### config.mk
export PLATFORM = sky130hd
export DESIGN_NAME = mem_port_arbiter
export DESIGN_NICKNAME = d
export VERILOG_FILES = /design/src/rtl/mem_port_arbiter.sv
export SDC_FILE = /design/constraint.sdc
export NUM_CORES = 1
export LEC_CHECK = 0
export ABC_AREA = 1
export CAP_MARGIN = 20
export CELL_PAD_IN_SITES_DETAIL_PLACEMENT = 0
export CELL_PAD_IN_SITES_GLOBAL_PLACEMENT = 2
export CORE_UTILIZATION = 10
export DETAILED_ROUTE_END_ITERATION = 6
export GPL_TIMING_DRIVEN = 1
export HOLD_SLACK_MARGIN = 0.03
export PLACE_DENSITY = 0.95
export SLEW_MARGIN = 5
export SYNTH_ARGS = -nofsm -noshare
export SYNTH_HDL_FRONTEND = slang
export SYNTH_SLANG_ARGS = --single-unit
### constraint.sdc
create_clock -name i_clk -period 2.3 [get_ports i_clk]
set_clock_uncertainty 0.05 [all_clocks]
set_input_delay 0.23 -clock i_clk [delete_from_list [all_inputs] [get_ports i_clk]]
set_output_delay 0.23 -clock i_clk [all_outputs]
set_load 0.05 [all_outputs]
### src/rtl/mem_port_arbiter.sv
`default_nettype none
// ============================================================================
//  Module      : mem_port_arbiter
//  Description : Round-robin arbiter that shares one memory request port
//                between an instruction-fetch requester (0) and a load/store
//                requester (1). An in-order tag FIFO remembers who issued each
//                outstanding request so in-order responses can be routed back.
//                Requester 0 responses can be discarded on a fetch redirect.
//  Revision    : 1.0 - initial release
// ============================================================================
module mem_port_arbiter #(
  parameter int REQ_W   = 66,
  parameter int RSP_W   = 32,
  parameter int MAX_OUT = 2
) (
  input  logic             i_clk,
  input  logic             i_rst,
  // requester 0 (instruction fetch)
  input  logic             i_req0_valid,
  input  logic [REQ_W-1:0] i_req0_pkt,
  output logic             o_req0_ready,
  // requester 1 (load/store unit)
  input  logic             i_req1_valid,
  input  logic [REQ_W-1:0] i_req1_pkt,
  output logic             o_req1_ready,
  // shared memory request port
  output logic             o_mem_valid,
  output logic [REQ_W-1:0] o_mem_pkt,
  input  logic             i_mem_ready,
  // memory response port (in request order)
  input  logic             i_mem_rsp_valid,
  input  logic [RSP_W-1:0] i_mem_rsp_data,
  output logic             o_mem_rsp_ready,
  // routed responses
  output logic             o_rsp0_valid,
  output logic [RSP_W-1:0] o_rsp0_data,
  input  logic             i_rsp0_ready,
  output logic             o_rsp1_valid,
  output logic [RSP_W-1:0] o_rsp1_data,
  input  logic             i_rsp1_ready,
  // fetch redirect: drop every in-flight requester 0 response
  input  logic             i_flush0
);

  // Pointer needs at least one bit even for a single-entry FIFO.
  localparam int c_PTR_W = (MAX_OUT > 1) ? $clog2(MAX_OUT) : 1;
  localparam int c_CNT_W = $clog2(MAX_OUT + 1);
  localparam logic [c_PTR_W-1:0] c_LAST_IDX = c_PTR_W'(MAX_OUT - 1);
  localparam logic [c_CNT_W-1:0] c_MAX_CNT  = c_CNT_W'(MAX_OUT);

  // Tag FIFO state: one id bit and one discard bit per entry.
  logic [MAX_OUT-1:0] r_tag_id;
  logic [MAX_OUT-1:0] r_tag_disc;
  logic [c_PTR_W-1:0] r_wr_ptr;
  logic [c_PTR_W-1:0] r_rd_ptr;
  logic [c_CNT_W-1:0] r_count;
  // Requester granted by the most recent memory handshake (1 = requester 1).
  logic               r_last;

  logic w_can_issue;
  logic w_sel0;
  logic w_sel1;
  logic w_push;
  logic w_push_id;
  logic w_pop;
  logic w_empty;
  logic w_head_id;
  logic w_head_disc;

  // Wrap-around increment for FIFO pointers (depth need not be a power of 2).
  function automatic logic [c_PTR_W-1:0] f_next(input logic [c_PTR_W-1:0] p);
    f_next = (p == c_LAST_IDX) ? '0 : p + 1'b1;
  endfunction

  // ---------------------------------------------------------------------------
  // Request path: purely combinational, so arbitration costs no cycles.
  // ---------------------------------------------------------------------------
  // Occupancy is checked before any same-cycle pop, so a full FIFO always
  // blocks the grant even when a response is retiring that cycle.
  assign w_can_issue = (r_count < c_MAX_CNT);

  // On a tie the requester that did not win the last handshake goes next.
  assign w_sel0 = i_req0_valid & (~i_req1_valid | r_last);
  assign w_sel1 = i_req1_valid & (~i_req0_valid | ~r_last);

  assign o_mem_valid  = (w_sel0 | w_sel1) & w_can_issue;
  assign o_mem_pkt    = w_sel1 ? i_req1_pkt : i_req0_pkt;
  assign o_req0_ready = w_sel0 & i_mem_ready & w_can_issue;
  assign o_req1_ready = w_sel1 & i_mem_ready & w_can_issue;

  assign w_push    = o_mem_valid & i_mem_ready;
  assign w_push_id = w_sel1;

  // ---------------------------------------------------------------------------
  // Response path: routed straight from the FIFO head, no storage added.
  // ---------------------------------------------------------------------------
  assign w_empty     = (r_count == '0);
  assign w_head_id   = r_tag_id[r_rd_ptr];
  assign w_head_disc = r_tag_disc[r_rd_ptr];

  assign o_rsp0_data = i_mem_rsp_data;
  assign o_rsp1_data = i_mem_rsp_data;

  // Steer the response to its owner; empty FIFO or discarded head sinks it.
  always_comb begin
    o_rsp0_valid    = 1'b0;
    o_rsp1_valid    = 1'b0;
    o_mem_rsp_ready = 1'b1;
    if (!w_empty && !w_head_disc) begin
      if (w_head_id) begin
        o_rsp1_valid    = i_mem_rsp_valid;
        o_mem_rsp_ready = i_rsp1_ready;
      end else begin
        o_rsp0_valid    = i_mem_rsp_valid;
        o_mem_rsp_ready = i_rsp0_ready;
      end
    end
  end

  // Only a response that belongs to an outstanding tag retires the head.
  assign w_pop = i_mem_rsp_valid & o_mem_rsp_ready & ~w_empty;

  // ---------------------------------------------------------------------------
  // State
  // ---------------------------------------------------------------------------
  // FIFO pointers, occupancy and round-robin history.
  always_ff @(posedge i_clk) begin
    if (i_rst) begin
      r_wr_ptr <= '0;
      r_rd_ptr <= '0;
      r_count  <= '0;
      r_last   <= 1'b1;
    end else begin
      if (w_push) begin
        r_wr_ptr <= f_next(r_wr_ptr);
        r_last   <= w_push_id;
      end
      if (w_pop) begin
        r_rd_ptr <= f_next(r_rd_ptr);
      end
      case ({w_push, w_pop})
        2'b10:   r_count <= r_count + 1'b1;
        2'b01:   r_count <= r_count - 1'b1;
        default: r_count <= r_count;
      endcase
    end
  end

  // Tag entries: write on handshake; a flush marks every requester 0 entry,
  // including one being written in the same cycle.
  always_ff @(posedge i_clk) begin
    if (i_rst) begin
      r_tag_id   <= '0;
      r_tag_disc <= '0;
    end else begin
      for (int i = 0; i < MAX_OUT; i++) begin
        if (w_push && (r_wr_ptr == c_PTR_W'(i))) begin
          r_tag_id[i]   <= w_push_id;
          r_tag_disc[i] <= i_flush0 & ~w_push_id;
        end else if (i_flush0 && !r_tag_id[i]) begin
          r_tag_disc[i] <= 1'b1;
        end
      end
    end
  end

  // A response with nothing outstanding is a protocol error upstream.
  always_ff @(posedge i_clk) begin
    assert (i_rst || !(i_mem_rsp_valid && w_empty))
      else $error("arbiter orphan response");
  end

endmodule
`default_nettype wire

==> flow_metrics.tcl <==
set metrics [dict create \
    synth.distinct_cells 17 \
    synth_top_family_by_area "simple AND/OR/NAND/NOR gates" \
    critPathRequiredTime_ns 2.02 \
    drt_iter0_drc 55 \
    fillers 1965 \
    antenna_found_initial 0 \
    yosysMostFrequentCell "nand2_1" \
    syn_nets 527 \
    fmax_mhz 514 \
    numPlacedInstances 715 \
    drive_gt1_frac 0.166 \
    nNetsFinal 669 \
    htree_num_levels 1 \
    place_hpwl_um 5790 \
    grt_start_max_net_pins 68 \
    setup_viol 0 \
    synth_compound_area_frac 0.0543 \
    post-synth-top-area-cell "nand2_1" \
    area_delta_synth_final_pct 101 \
    finalCriticalPeriod_ns 1.94 \
    port-buffer-count 212 \
    start_util 0.103 \
    drt-wirelength-per-cell_um 9.79 \
    setup-tns-final_ns 0 \
    synth_area_leaders "nand2_1 (44%), buf_4 (27%), dfxtp_1 (10%)" \
    clock-sinks 9 \
    synth_fa_ha_area_frac 0.00696 \
    final_cells 719 \
    peakVddDrop_mv 0.201 \
    cts_tree "done" \
    drt_wl_total_um 7040 \
    path_max_fanout 67 \
    drc 0 \
    track_usage 0.0670 \
    muxShareOfSynthArea 0 \
    num_vias 2425 \
    die_w_um 136 \
    cts_root_buf "clkbuf_16" \
    yosys_warnings 0 \
    core_mm2 0.0174 \
    drv_slew 0 \
    clockBufferDepth 2 \
    antenna_left 0 \
    cts_resized 0 \
    die-area_mm2 0.0185 \
    leakage_nw 1.77 \
    rsz0062_at_grt "no" \
    synth-simple-area-share 0.492 \
    grt_pass1_wl_um 9890 \
    synth_flop_cell "dfxtp_1" \
    start_kind "primary input" \
    end_kind "output port" \
    critPathArrivalTime_ns 1.66 \
    power_mw 1.92 \
    fin_crit_sh 0.845 \
    cts_setup_buffers 0 \
    viasPerCell 3.37 \
    drv_cap 0 \
    synth_top_area_frac 0.445 \
    tightest_slew_ns 0.312 \
    relSlewSlack 0.791 \
    grt_remaining_overflow 0 \
    outcome "finished, final reports clean" \
    synth-xor-area-share 0.00487 \
    die_y_um 136 \
    ys_seq_area_frac 0.100 \
    synth-edff-count 0 \
    syn_avg_cell_area_um2 5.09 \
    syn_area_mm2 0.00180 \
    firstDrtPassIters 4 \
    postCtsHoldBufs 0 \
    async_flop_share 0 \
    synthCells 353 \
    worstSetupPathType "in -> out" \
    io_pins 309 \
    grt_pass1_vias 2161 \
    cts_buffers 3 \
    place.gp.congestion 0.670 \
    ys_ff_latch 9 \
    antenna_cells_inserted 0 \
    powerDensity_mw_per_mm2 532 \
    finalHoldViolCount 0 \
    hp-class "in -> out" \
    rows 48 \
    synthTopCellsByCount "nand2_1 (213), buf_4 (65), nor2_1 (16)" \
    insertion_delay_ns 0.23 \
]
logic make-up after synthesis:
group | Yosys count
flops | 9
xor+xnor | 1
fa+ha+maj | 1
compound gates | 18
buf+inv | 90
simple gates | 234
state kept, by name, summed over array words and instances (netlist names):
signal,cells
r_wr_ptr,1
r_rd_ptr,1
r_last,1
r_count,2
r_tag_id,2
r_tag_disc,2
layout make-up:
| class | count | area [µm²] | share of cell area |
|---|---|---|---|
| multi-input cells | 254 | 1010 | 0.280 |
| inverters | 12 | 45.0 | 0.0125 |
| clock buffers | 4 | 78.8 | 0.0218 |
| well taps | 225 | 282 | 0.0780 |
| repair buffers | 215 | 2010 | 0.558 |
| flip-flops and latches | 9 | 180 | 0.0499 |
layout by cell type (no fill, tap or decap), drive strengths merged:
cell type      instances
inv                   12
dfxtp                  9
xor2                   1
nand2                213
a21oi                 11
nor2                  16
buf                   75
clkbuf                 4
o21ai                  7
ha                     1
nand3                  3
nor3                   2
clkdlybuf4s50        140
routing by layer:
layer / vias to the layer above / routed length [µm] / GRT usage
met5: - / 0 / 0
li1: 1277 / - / -
met4: 0 / 252 / 0.0340
met2: 164 / 3320 / 0.118
met1: 958 / 2520 / 0.0680
met3: 26 / 955 / 0.0265
worst paths after layout:
check                            end  depth (start not counted)             startpoint  slack [ns]
max                    o_mem_pkt[14]                          7           i_req1_valid        0.36
min                   o_rsp0_data[6]                          0      i_mem_rsp_data[6]        0.41
max reg2reg  r_count[1]$_SDFFE_PP0P_                         12  r_rd_ptr$_SDFFE_PP0P_        0.43
min reg2reg    r_wr_ptr$_SDFFE_PP0N_                          2  r_wr_ptr$_SDFFE_PP0N_        0.43
through the flow:
stage	hold slack [ns]	util	setup slack (ns)	cell area [µm²]
floorplan	0.249	-	0.149	1800
global placement	0.410	0.203	0.334	3530
detailed placement	0.410	0.203	0.332	3530
CTS	0.410	0.207	0.329	3610
global route	0.410	0.207	0.147	3610
finish	0.410	0.207	0.356	3610
critical path, stage by stage:
cell and delay (ns):
clkdlybuf4s50_1 0.51, inv_2 0.06, a21oi_4 0.15, buf_12 0.30
nand2_1 0.08, nand2_1 0.10, buf_4 0.20
power breakdown:
group          internal (mW)  total, mW  leakage [nW]  switching [mW]
Combinational          0.537       1.39          1.66           0.857
Clock                  0.231      0.301        0.0382          0.0701
Sequential             0.192      0.225        0.0744          0.0336
Note: power is estimated with default switching activity, not from simulation.
